$ cat src/rtl/pong_engine.sv
// pong_engine: per-frame game state for paddles, ball, serve sequencing, scoring and game over
module pong_engine #(
  parameter int SCREEN_WIDTH  = 640,
  parameter int SCREEN_HEIGHT = 480,
  parameter int PADDLE_SIZE   = 64,
  parameter int PADDLE_WIDTH  = 16,
  parameter int BALL_SIZE     = 8,
  parameter int PADDLE_STEP   = 4,
  parameter int BALL_SPEED    = 2,
  parameter int WIN_SCORE     = 9,
  parameter int SERVE_DELAY   = 60
) (
  input  logic       clk,
  input  logic       reset,
  input  logic       frame_tick,
  input  logic       btn_up1,
  input  logic       btn_dn1,
  input  logic       btn_up2,
  input  logic       btn_dn2,
  input  logic       btn_serve,
  output logic [9:0] paddle1_y,
  output logic [9:0] paddle2_y,
  output logic [9:0] ball_x,
  output logic [9:0] ball_y,
  output logic [3:0] score1,
  output logic [3:0] score2,
  output logic       ball_visible,
  output logic       game_over
);
  typedef enum logic [1:0] {IDLE, SERVE, PLAY, OVER} state_t;
  localparam int CW = $clog2(SERVE_DELAY + 1);
  localparam logic signed [10:0] BS = 11'(BALL_SIZE);
  localparam logic signed [10:0] SP = 11'(BALL_SPEED);
  localparam logic signed [10:0] PS = 11'(PADDLE_SIZE);
  localparam logic signed [10:0] XR = 11'(SCREEN_WIDTH - PADDLE_WIDTH - BALL_SIZE);
  localparam logic signed [10:0] XL = 11'(PADDLE_WIDTH + BALL_SIZE);
  localparam logic signed [10:0] XM = 11'(SCREEN_WIDTH - BALL_SIZE);
  localparam logic signed [10:0] YB = 11'(SCREEN_HEIGHT - BALL_SIZE);
  localparam logic [9:0] CX = 10'(SCREEN_WIDTH / 2);
  localparam logic [9:0] CY = 10'(SCREEN_HEIGHT / 2);
  localparam logic [9:0] PMAX = 10'(SCREEN_HEIGHT - PADDLE_SIZE);
  localparam logic [9:0] PINIT = 10'((SCREEN_HEIGHT - PADDLE_SIZE) / 2);
  localparam logic [9:0] STEP = 10'(PADDLE_STEP);
  localparam logic [3:0] WS = 4'(WIN_SCORE);
  state_t state, state_n;
  logic [9:0] p1_n, p2_n, bx_n, by_n;
  logic [3:0] s1_n, s2_n;
  logic vis_n, go_n, vx_neg, vy_neg, vxn_n, vyn_n, serve_left, sl_n, vy_flip, vf_n;
  logic [CW-1:0] cnt, cnt_n;
  logic signed [10:0] bx, by, p1, p2, nx, ny;
  logic top, bot, hit_r, hit_l, miss_r, miss_l, serve, over;

  function automatic logic [9:0] pad_next(input logic [9:0] y, input logic up, input logic dn);
    return (up && !dn) ? ((y < STEP) ? '0 : y - STEP) :
           (dn && !up) ? ((y > PMAX - STEP) ? PMAX : y + STEP) : y;
  endfunction

  // Collision tests use the paddle positions from before this frame's move
  assign bx = $signed({1'b0, ball_x});
  assign by = $signed({1'b0, ball_y});
  assign p1 = $signed({1'b0, paddle1_y});
  assign p2 = $signed({1'b0, paddle2_y});
  assign nx = bx + (vx_neg ? -SP : SP);
  assign ny = by + (vy_neg ? -SP : SP);
  assign top = ny <= BS;
  assign bot = ny >= YB;
  assign hit_r = !vx_neg && bx < XR && nx >= XR && by + BS > p2 && by - BS < p2 + PS;
  assign hit_l = vx_neg && bx >= XL && nx < XL && by + BS > p1 && by - BS < p1 + PS;
  assign miss_r = !vx_neg && nx >= XM && !hit_r;
  assign miss_l = vx_neg && nx <= BS && !hit_l;

  always_comb begin
    state_n = state;
    p1_n = pad_next(paddle1_y, btn_up1, btn_dn1);
    p2_n = pad_next(paddle2_y, btn_up2, btn_dn2);
    bx_n = ball_x;
    by_n = ball_y;
    s1_n = score1;
    s2_n = score2;
    vis_n = ball_visible;
    go_n = game_over;
    vxn_n = vx_neg;
    vyn_n = vy_neg;
    sl_n = serve_left;
    vf_n = vy_flip;
    cnt_n = cnt;
    serve = 1'b0;
    over = 1'b0;
    case (state)
      IDLE: serve = btn_serve;
      SERVE: begin
        state_n = (cnt == '0) ? PLAY : SERVE;
        cnt_n = (cnt == '0) ? cnt : cnt - CW'(1);
        vxn_n = (cnt == '0) ? serve_left : vx_neg;
        vyn_n = (cnt == '0) ? vy_flip : vy_neg;
        vf_n = (cnt == '0) ? !vy_flip : vy_flip;
      end
      PLAY: begin
        if (miss_r || miss_l) begin
          s1_n = score1 + {3'b0, miss_r};
          s2_n = score2 + {3'b0, miss_l};
          sl_n = miss_l;
          over = (s1_n == WS) || (s2_n == WS);
          serve = !over;
        end else begin
          bx_n = hit_r ? 10'(XR) : hit_l ? 10'(XL) : nx[9:0];
          vxn_n = hit_r ? 1'b1 : hit_l ? 1'b0 : vx_neg;
          by_n = top ? 10'(BS) : bot ? 10'(YB) : ny[9:0];
          vyn_n = top ? 1'b0 : bot ? 1'b1 : vy_neg;
        end
      end
      OVER: begin
        serve = btn_serve;
        s1_n = btn_serve ? '0 : score1;
        s2_n = btn_serve ? '0 : score2;
        go_n = btn_serve ? 1'b0 : game_over;
      end
      default: state_n = IDLE;
    endcase
    if (serve) begin
      state_n = SERVE;
      bx_n = CX;
      by_n = CY;
      vis_n = 1'b1;
      cnt_n = CW'(SERVE_DELAY - 1);
    end
    if (over) begin
      state_n = OVER;
      bx_n = CX;
      by_n = CY;
      vis_n = 1'b0;
      go_n = 1'b1;
    end
  end

  always_ff @(posedge clk) begin
    if (reset) begin
      state <= IDLE;
      paddle1_y <= PINIT;
      paddle2_y <= PINIT;
      ball_x <= CX;
      ball_y <= CY;
      score1 <= '0;
      score2 <= '0;
      ball_visible <= 1'b0;
      game_over <= 1'b0;
      vx_neg <= 1'b0;
      vy_neg <= 1'b0;
      serve_left <= 1'b0;
      vy_flip <= 1'b0;
      cnt <= '0;
    end else if (frame_tick) begin
      state <= state_n;
      paddle1_y <= p1_n;
      paddle2_y <= p2_n;
      ball_x <= bx_n;
      ball_y <= by_n;
      score1 <= s1_n;
      score2 <= s2_n;
      ball_visible <= vis_n;
      game_over <= go_n;
      vx_neg <= vxn_n;
      vy_neg <= vyn_n;
      serve_left <= sl_n;
      vy_flip <= vf_n;
      cnt <= cnt_n;
    end
  end
endmodule

$ cat config.mk
export PLATFORM = sky130hd
export DESIGN_NAME = pong_engine
export DESIGN_NICKNAME = d
export VERILOG_FILES = /design/src/rtl/pong_engine.sv
export SDC_FILE = /design/constraint.sdc
export NUM_CORES = 1
export LEC_CHECK = 0
export ABC_CLOCK_PERIOD_IN_PS = 8800
export BUFFER_PORTS_ARGS = -buffer_cell sky130_fd_sc_hd__buf_4
export CAP_MARGIN = 20
export CORE_MARGIN = 1.5
export CORE_UTILIZATION = 50
export CTS_BUF_LIST = sky130_fd_sc_hd__clkbuf_16
export DETAILED_ROUTE_END_ITERATION = 10
export HOLD_SLACK_MARGIN = 0.05
export PLACE_DENSITY = 0.78
export SLEW_MARGIN = 20
export SYNTH_ARGS = -nofsm -noshare
export SYNTH_HDL_FRONTEND = slang
export SYNTH_SLANG_ARGS = --single-unit
$ cat constraint.sdc
create_clock -name clk -period 8.8 [get_ports clk]
set_input_delay 2.2 -clock clk [delete_from_list [all_inputs] [get_ports clk]]
set_output_delay 2.2 -clock clk [all_outputs]
set_load 0.02 [all_outputs]
==> impl_metrics.env, run 1 <==
export IMPL_grt_most_used_layer="met2"
export IMPL_clock_latency_ns=0.30
export IMPL_vdd_drop_max_mv=0.0855
export IMPL_coreArea_sq_um=10500
export IMPL_cts_setup_buffers=0
export IMPL_via_per_inst=6.35
export IMPL_cts_resized=0
export IMPL_syn_to_final_growth_pct=9.62
export IMPL_gp_congestion=0.899
export IMPL_grt_pass1_vias=5024
export IMPL_async_flop_share_pct=0
export IMPL_hpwl_um=11400
export IMPL_n_antenna_cell=0
export IMPL_rsz0062_at_grt="no"
export IMPL_fp_dieH_um=108
export IMPL_die_w_um=108
export IMPL_crit_type="reg2reg"
export IMPL_grt_ovfl_total=0
export IMPL_fin_crit_sh_pct=56.9
export IMPL_grt_max_degree=27
export IMPL_ys_seq_area_share_pct=20.5
export IMPL_port_buffers=51
export IMPL_drt_initial_drc_count=402
export IMPL_yosys_warnings=0
export IMPL_worstMarginPinSlew_ns=0.806
export IMPL_worstHoldPathType="reg2reg"
export IMPL_met1_usage_pct=33.3
export IMPL_final_util_pct=57.2
export IMPL_pin_count=58
export IMPL_dieArea_sq_um=11600
export IMPL_wl_per_cell_um=17.6
export IMPL_setup_violations=0
export IMPL_finalHoldViolCount=0
export IMPL_grt_usage_pct=25.6
export IMPL_synth_cell_types=85
export IMPL_use_met2_pct=44.4
export IMPL_cts_sinks=56
export IMPL_clockBufferDepth=2
export IMPL_yosysTopAreaCell="dfxtp_1"
export IMPL_cts_buffers=5
export IMPL_drive_gt1_share_pct=11.2
export IMPL_met3_usage_pct=3.27
export IMPL_netlist_area_sq_um=5460
export IMPL_timing_fmax_mhz=200
export IMPL_slew_headroom_pct=46.2
export IMPL_maxSlewViolCount=0
export IMPL_rows=37
export IMPL_finalNetCount=787
export IMPL_grt_first_pass_wirelength_um=24200
export IMPL_critPathLaunchType="flip-flop"
export IMPL_layout_min_cycle_time_ns=5.01
export IMPL_cts_tree="done"
export IMPL_cts_hold_buffers_added=0
export IMPL_fin_tns_setup_ns=0
export IMPL_drt_antenna_violating_nets=0
export IMPL_worst_hold_slack_ns=0.500
export IMPL_ys_seq_elements=56
export IMPL_fin_worst_skew_ns=0.0167
export IMPL_crit_fanout=11
export IMPL_syn_avg_cell_area_sq_um=8.09
export IMPL_crit_arrival_ns=5.19
export IMPL_htree_num_levels=2
export IMPL_synth_top_area_share_pct=20.5
export IMPL_p_leak_uw=0.00255
export IMPL_vias=5352
export IMPL_drt_pre_antenna_iters=5
export IMPL_status="completed"
export IMPL_cp_end_kind="flip-flop"
export IMPL_ctsRootBufferMaster="clkbuf_16"
export IMPL_crit_required_ns=8.98
export IMPL_grt_antenna_before_repair=0
export IMPL_synthTopCellsByArea="dfxtp_1 21%, ha_1 16%, a21oi_1 4.5%, o21ai_0 3.9%, xnor2_1 3.5%"
export IMPL_place_inst=835
export IMPL_cap_violations=0
export IMPL_synth_ff_type="dfxtp_1"
export IMPL_routed_wl_um=14800
export IMPL_powerDensity_nw_per_um2=142
export IMPL_drc_errors=0
export IMPL_synth_edf_count=0
export IMPL_netlist_instances=675
export IMPL_fin_cells=843
export IMPL_initial_core_util_pct=52.2
export IMPL_path_clk_slew_ns=0.08
-- critical path, cell delays in order (launching register included) --
cell,delay [ns]
dfxtp_1,0.39
inv_1,0.18
ha_1,0.24
nor3b_1,0.25
xor2_1,0.27
ha_1,0.29
a21o_1,0.18
a2111oi_0,0.42
a31oi_1,0.25
a2bb2oi_4,0.24
and2_1,0.20
ha_1,0.21
ha_1,0.24
o21ai_0,0.16
a21oi_1,0.09
o32ai_1,0.61
o32ai_2,0.35
mux2_2,0.34
-- cell families (layout without fill, tap and decap cells) --
kind of cell             after synthesis  in the layout  share of synthesized area, %
XOR/XNOR                              36             36                          5.77
AO/OA/AOI/OAI                        230            230                          30.3
flip-flops                            56             56                          20.5
buffers and inverters                 75            102                          6.48
multiplexers                           3              3                         0.573
other                                  1              6                        0.0687
AND/OR/NAND/NOR                      201            201                          19.3
adder cells (fa/ha/maj)               73             73                          17.0
-- cell type report --
cell class,instances,area (sq um)
Multi-Input combinational cell,549,4000
Inverter,43,161
Fill cell,986,4480
Clock buffer,5,125
Tap cell,136,170
Sequential cell,56,1120
Clock inverter,3,21.3
Timing Repair Buffer,51,383
-- cells in the final DEF, fill, tap and decap left out, types with 7 or more instances in the layout --
cell type	count
buf_4	51
ha_1	71
nand2_1	43
xnor2_1	22
nand3_1	28
a21o_1	15
nor4_1	8
a21oi_1	49
xor2_1	14
o211ai_1	11
o21a_1	8
nand4_1	10
nor2_1	42
o21ai_0	43
inv_1	43
dfxtp_1	56
a22o_1	8
and3_1	7
a211oi_1	11
nor3_1	16
a22oi_1	9
-- cell usage after synthesis (5+ instances only) --
cell type / count
and3_1: 7
ha_1: 71
nor2b_1: 6
a22oi_1: 9
nor3b_1: 5
nand2b_1: 6
o211ai_1: 11
o31ai_1: 6
inv_1: 43
nand4_1: 10
nor3_1: 16
a21oi_1: 49
o21a_1: 8
o2111ai_1: 5
nand2_1: 43
nor4_1: 8
and2_1: 6
dfxtp_1: 56
xnor2_1: 22
xor2_1: 14
nor2_1: 42
a22o_1: 8
or3_1: 5
nand3_1: 28
a211oi_1: 11
buf_4: 6
clkbuf_1: 19
a21o_1: 15
a311oi_1: 5
o21ai_0: 43
-- per-stage QoR --
stage / power [uW] / cell area, sq um / setup slack, ns
2_1_floorplan: 558 / 5480 / 4.36
3_3_place_gp: 629 / 5840 / 4.08
3_5_place_dp: 641 / 5840 / 3.90
4_1_cts: 846 / 5990 / 3.87
5_1_grt: 899 / 5990 / 3.49
6_report: 849 / 5990 / 3.79
-- sequential cells by signal, indices dropped and copies added, names as in the netlist, 2 cells and up --
signal     flops
ball_x         9
ball_y         9
cnt            6
paddle1_y      8
paddle2_y      8
score1         4
score2         4
state          2
-- worst paths after layout --
check | startpoint | to | slack (ns) | cells after the start
worst max-delay path | ball_y[3] | ball_y[1] | 3.79 | 17
worst min-delay path | serve_left | serve_left | 0.50 | 2
worst max register to register | ball_y[3] | ball_y[1] | 3.79 | 17
worst min register to register | serve_left | serve_left | 0.50 | 2
-- power by group --
group / total (uW) / leakage (uW) / switching (uW) / internal (uW)
sequential: 299 / 0.000455 / 30.3 / 269
clock: 206 / 0.0000702 / 99.6 / 107
combinational: 344 / 0.00203 / 205 / 139
total: 849 / 0.00255 / 335 / 514
-- metal layers --
| metal | wire, um | part of all wire, % |
|---|---|---|
| met5 | 0 | 0 |
| met4 | 228 | 1.5 |
| met3 | 740 | 5.0 |
| met2 | 7150 | 48 |
| met1 | 6690 | 45 |
(Power assumes the default switching activity.)
==> inputs of run 2 (changes only) <==
Settings changed: ABC_CLOCK_PERIOD_IN_PS 8800 to 4600, PLACE_DENSITY 0.78 to 0.8.
Clock period 8.8 ns to 4.6 ns, I/O delays scaled along.
==> run 2 against run 1 <==
Critical path depth is 3 higher. Sequential share of layout area decreased by 0.51 points. Routed wire length up 2.8%. First-iteration DRC count increased by 3.5%. Final cell count grew 1.8%. Sequential power grew 88%. Hold slack better by 0.0070 ns. Utilization increased by 2.0 points. Maximum frequency rose by 13%. Global-route usage up 1.1 points. Flip-flop and latch count is the same. Setup slack lost 3.6 ns.
==> impl_metrics.env, run 2 (same netlist as run 1, synthesis figures left out) <==
export IMPL_status="completed"
export IMPL_die_w_um=108
export IMPL_fin_tns_setup_ns=0
export IMPL_total_power_uw=1720
export IMPL_crit_chain="inv_1 > ha_1 > nor3b_2 > xor2_1 > ha_1 > a21o_1 > a2111oi_4 > a31oi_2 > a2bb2oi_4 > and2_1 > ha_1 > ha_1 > nand3_1 > o21ai_0 > a21oi_1 > o32ai_2 > buf_4 > nor2_1 > nand3_2 > a311oi_1"
export IMPL_place_inst=849
export IMPL_vdd_drop_max_mv=0.177
export IMPL_hpwl_um=11600
export IMPL_vias=5511
export IMPL_port_buffers=51
export IMPL_path_clk_slew_ns=0.08
export IMPL_drt_pre_antenna_iters=6
export IMPL_finalHoldViolCount=0
export IMPL_p_leak_uw=0.00265
export IMPL_critical_path_top_delay_family="compound AO/OA/AOI/OAI gates"
export IMPL_cts_tree="done"
export IMPL_powerDensity_nw_per_um2=278
export IMPL_drc_errors=0
export IMPL_final_cell_mix="71 x ha_1, 66 x buf_4, 52 x dfxtp_1"
export IMPL_finalNetCount=802
export IMPL_reg_largest_list="ball_x x9, ball_y x9"
export IMPL_clock_latency_ns=0.30
export IMPL_grt_first_pass_wirelength_um=25000
export IMPL_crit_fanout=7
export IMPL_grt_usage_pct=26.6
export IMPL_max_stage_delay_ns=0.39
export IMPL_multi_input_area_sq_um=4070
export IMPL_r2r_start="ball_y[3]"
export IMPL_ctsRootBufferMaster="clkbuf_16"
export IMPL_critPathLaunchType="flip-flop"
export IMPL_syn_to_final_growth_pct=13.5
export IMPL_rows=37
export IMPL_cp_end_kind="flip-flop"
export IMPL_wl_per_cell_um=17.7
export IMPL_layout_min_cycle_time_ns=4.44
export IMPL_initial_core_util_pct=52.2
export IMPL_cap_violations=0
export IMPL_drt_antenna_violating_nets=0
export IMPL_cts_sinks=56
export IMPL_grt_max_degree=27
export IMPL_cp_slowest_cell="dfxtp_2"
export IMPL_clockBufferDepth=2
export IMPL_cts_hold_buffers_added=0
export IMPL_grt_pass1_vias=5247
export IMPL_drive_gt1_share_pct=14.8
export IMPL_via_per_inst=6.42
export IMPL_worst_path_most_repeated_cell="ha_1"
export IMPL_setup_violations=0
export IMPL_worstHoldStart="serve_left"
export IMPL_maxSlewViolCount=0
export IMPL_drt_initial_drc_count=416
export IMPL_cts_buffers=5
export IMPL_worstHoldPathType="reg2reg"
export IMPL_layout_commonest_cell="ha_1"
export IMPL_worstMarginPinSlew_ns=0.637
export IMPL_fin_crit_sh_pct=96.6
export IMPL_coreArea_sq_um=10500
export IMPL_dieArea_sq_um=11600
export IMPL_crit_start="ball_y[3]"
export IMPL_crit_type="reg2reg"
export IMPL_crit_arrival_ns=4.66
export IMPL_htree_num_levels=2
export IMPL_critical_path_buf_inv_count=2
export IMPL_grt_ovfl_total=0
export IMPL_seqCellArea_sq_um=1130
export IMPL_grt_antenna_before_repair=0
export IMPL_timing_fmax_mhz=225
export IMPL_final_util_pct=59.2
export IMPL_fin_cells=858
export IMPL_gp_congestion=1.02
export IMPL_routed_wl_um=15200
export IMPL_fp_dieH_um=108
export IMPL_n_antenna_cell=0
export IMPL_slew_headroom_pct=57.2
export IMPL_pin_count=58
export IMPL_crit_required_ns=4.82
export IMPL_fin_worst_skew_ns=0.00993
export IMPL_fill_cells=977
run 2: cell count changes in the layout (fill, tap and decap cells not counted), sizes merged:
cell	before	now
bufinv	0	1
buf	51	66
clkinvlp	1	0
run 2: worst register-to-register path: stages (launching register included):
cell       delay (ns)
dfxtp_2          0.39
inv_1            0.08
ha_1             0.23
nor3b_2          0.17
xor2_1           0.24
ha_1             0.29
a21o_1           0.21
a2111oi_4        0.38
a31oi_2          0.17
a2bb2oi_4        0.22
and2_1           0.19
ha_1             0.21
ha_1             0.23
nand3_1          0.09
o21ai_0          0.11
a21oi_1          0.22
o32ai_2          0.10
buf_4            0.16
nor2_1           0.16
nand3_2          0.20
a311oi_1         0.31
run 2: worst paths after layout:
| check | endpoint | slack, ns | cells after the start |
|---|---|---|---|
| worst max-delay path | cnt[3] | 0.16 | 20 |
| worst min-delay path | serve_left | 0.51 | 2 |
| worst max register to register | cnt[3] | 0.16 | 20 |
| worst min register to register | serve_left | 0.51 | 2 |
run 2: power by group:
group          internal, uW  switching [uW]
registers               515            46.7
clock network           261             198
logic                   288             411
total                  1060             655
run 2: per-layer routing:
metal	part of all wire [%]	global-route usage [%]
met4	2.0	8.27
met5	0	0
met3	5.8	3.21
met1	43	34.3
met2	49	46.4
run 2: cell type report:
type | count | area share [%]
Multi-Input combinational cell | 549 | 65.7
Sequential cell | 56 | 18.2
Timing Repair Buffer | 66 | 8.00
Tap cell | 136 | 2.75
Inverter | 43 | 2.61
Clock buffer | 5 | 2.02
Clock inverter | 3 | 0.747
run 2: what timing repair did:
item                       4_1_cts  5_1_grt
gates resized for setup          0       16
setup endpoints to repair        0       28
buffers inserted                 0        1
hold endpoints to repair         0        0
run 2: through the flow:
stage | hold WS [ns] | instance area (sq um) | setup WS, ns
global placement | 0.471 | 5940 | 0.257
detailed placement | 0.477 | 5940 | 0.0912
global route | 0.536 | 6200 | -0.0817
finish | 0.507 | 6200 | 0.157
CTS | 0.500 | 6120 | 0.0411
floorplan | 0.458 | 5480 | 0.156
==> inputs of run 3 (changes only) <==
==> constraint.sdc (replaced) <==
create_clock -name clk -period 4.6 [get_ports clk]
set_input_delay 0.46 -clock clk [delete_from_list [all_inputs] [get_ports clk]]
set_output_delay 0.46 -clock clk [all_outputs]
set_load 0.02 [all_outputs]
==> run 3 against run 2 <==
Combinational power shrank 1%. Largest cell class unchanged. Clock skew is 0.0044 ns lower. Power is 1.9% lower. Critical endpoint is now ball_y[1]. Sequential power is essentially flat.
==> impl_metrics.env, run 3 (same netlist as run 1, synthesis figures left out) <==
export IMPL_drive_gt1_share_pct=14.6
export IMPL_slew_headroom_pct=54.9
export IMPL_drt_pre_antenna_iters=5
export IMPL_port_buffers=51
export IMPL_crit_chain="inv_1 > ha_2 > nor3b_2 > xor2_1 > ha_1 > a21o_1 > a2111oi_1 > a31oi_1 > a2bb2oi_4 > and2_1 > ha_1 > ha_1 > o21ai_0 > a21oi_1 > o32ai_1 > buf_4 > o32ai_2 > buf_4 > mux2_2"
export IMPL_rsz0062_at_grt="no"
export IMPL_cts_hold_buffers_added=0
export IMPL_cts_sinks=56
export IMPL_ff2ff_setup_slack_ns=0.21
export IMPL_holdPathEnd="serve_left"
export IMPL_grt_ovfl_total=0
export IMPL_cap_violations=0
export IMPL_htree_num_levels=2
export IMPL_crit_fanout=11
export IMPL_crit_required_ns=4.78
export IMPL_critPathLaunchType="flip-flop"
export IMPL_worst_path_most_repeated_cell="ha_1"
export IMPL_fin_tns_setup_ns=0
export IMPL_clockBufferDepth=2
export IMPL_maxSlewViolCount=0
export IMPL_setup_violations=0
export IMPL_layout_commonest_cell="ha_1"
export IMPL_wl_per_cell_um=17.6
export IMPL_drc_errors=0
export IMPL_drt_initial_drc_count=530
export IMPL_worst_hold_slack_ns=0.512
export IMPL_cts_tree="done"
export IMPL_drt_antenna_violating_nets=0
export IMPL_status="completed"
export IMPL_coreArea_sq_um=10500
export IMPL_vdd_drop_max_mv=0.195
export IMPL_crit_arrival_ns=4.57
export IMPL_ctsRootBufferMaster="clkbuf_16"
export IMPL_r2r_start="ball_y[3]"
export IMPL_reg_largest_list="ball_x x9, ball_y x9"
export IMPL_critical_path_buf_inv_count=3
export IMPL_r2r_end="ball_y[1]"
export IMPL_layout_min_cycle_time_ns=4.39
export IMPL_worstHoldStart="serve_left"
export IMPL_initial_core_util_pct=52.2
export IMPL_n_antenna_cell=0
export IMPL_grt_antenna_before_repair=0
export IMPL_p_leak_uw=0.00265
export IMPL_cts_buffers=5
export IMPL_powerDensity_nw_per_um2=274
export IMPL_routed_wl_um=15100
export IMPL_timing_fmax_mhz=228
export IMPL_syn_to_final_growth_pct=12.9
export IMPL_fin_crit_sh_pct=95.4
export IMPL_via_per_inst=6.38
export IMPL_pin_count=58
export IMPL_max_stage_delay_ns=0.38
export IMPL_rows=37
export IMPL_fp_dieH_um=108
export IMPL_finalNetCount=801
export IMPL_fill_cells=952
export IMPL_grt_usage_pct=26.2
export IMPL_crit_type="reg2reg"
export IMPL_hold_depth=2
export IMPL_grt_pass1_vias=5267
export IMPL_final_cell_mix="70 x ha_1, 65 x buf_4, 52 x dfxtp_1"
export IMPL_worstMarginPinSlew_ns=0.671
export IMPL_clock_latency_ns=0.29
export IMPL_grt_first_pass_wirelength_um=24900
export IMPL_critical_path_top_delay_family="compound AO/OA/AOI/OAI gates"
export IMPL_cp_end_kind="flip-flop"
export IMPL_path_clk_slew_ns=0.07
export IMPL_worstHoldPathType="reg2reg"
export IMPL_gp_congestion=1.01
export IMPL_vias=5469
export IMPL_grt_max_degree=27
export IMPL_die_w_um=108
export IMPL_cp_slowest_cell="a2111oi_1"
export IMPL_fin_worst_skew_ns=0.00549
export IMPL_dieArea_sq_um=11600
export IMPL_rr_worst_depth=19
export IMPL_hpwl_um=11600
export IMPL_finalHoldViolCount=0
run 3: worst register-to-register path, delay by kind of cell, from the launching register on:
family          cells  cell delay (ns)
xor+xnor            1             0.28
compound gates      8             1.57
buf+inv             3             0.48
mux                 1             0.26
flops               1             0.37
fa+ha+maj           4             0.94
simple gates        2             0.40
run 3: repair_timing:
item,in CTS,in global routing
gates resized for setup,0,16
endpoints found under the setup margin,0,26
setup buffers,0,1
run 3: stage by stage:
step / std cells / power (uW) / util [%] / setup slack (ns) / area [sq um]
floorplan: 680 / 1070 / - / 0.156 / 5480
global placement: 848 / 1210 / 56.7 / 0.252 / 5940
detailed placement: 848 / 1240 / 56.7 / 0.163 / 5940
CTS: 856 / 1670 / 58.3 / 0.0689 / 6100
global route: 857 / 1790 / 58.9 / 0.00535 / 6170
finish: 857 / 1690 / 58.9 / 0.211 / 6170
run 3: routing by layer:
| layer | up-vias | track usage (%) | routed length [um] |
|---|---|---|---|
| met3 | 37 | 3.87 | 918 |
| met4 | 0 | 9.68 | 365 |
| met2 | 197 | 45.8 | 7400 |
| met5 | - | 0 | 0 |
| li1 | 2617 | - | - |
| met1 | 2618 | 32.6 | 6370 |
run 3: layout make-up:
cell class / count / area, sq um / share of cell area (%)
clock buffers: 5 / 125 / 2.03
flip-flops and latches: 56 / 1130 / 18.3
clock inverters: 3 / 38.8 / 0.629
repair buffers: 65 / 488 / 7.91
well taps: 136 / 170 / 2.76
inverters: 43 / 161 / 2.62
multi-input cells: 549 / 4050 / 65.7
run 3: power by group:
part	leakage [uW]	total [uW]	switching [uW]	internal, uW
clock network	0.0000850	432	178	255
logic	0.00211	691	408	283
registers	0.000456	565	49.2	515
total	0.00265	1690	635	1050
run 3: worst max path at each step:
stage	from	end	cells after the start
after CTS	ball_y[3]	cnt[4]	21
after global routing	ball_y[3]	ball_y[1]	19
final	ball_y[3]	ball_y[1]	19
after detailed placement	ball_y[3]	cnt[4]	20
after global placement	ball_y[3]	ball_y[1]	19
after floorplan	ball_y[3]	ball_x[7]	18
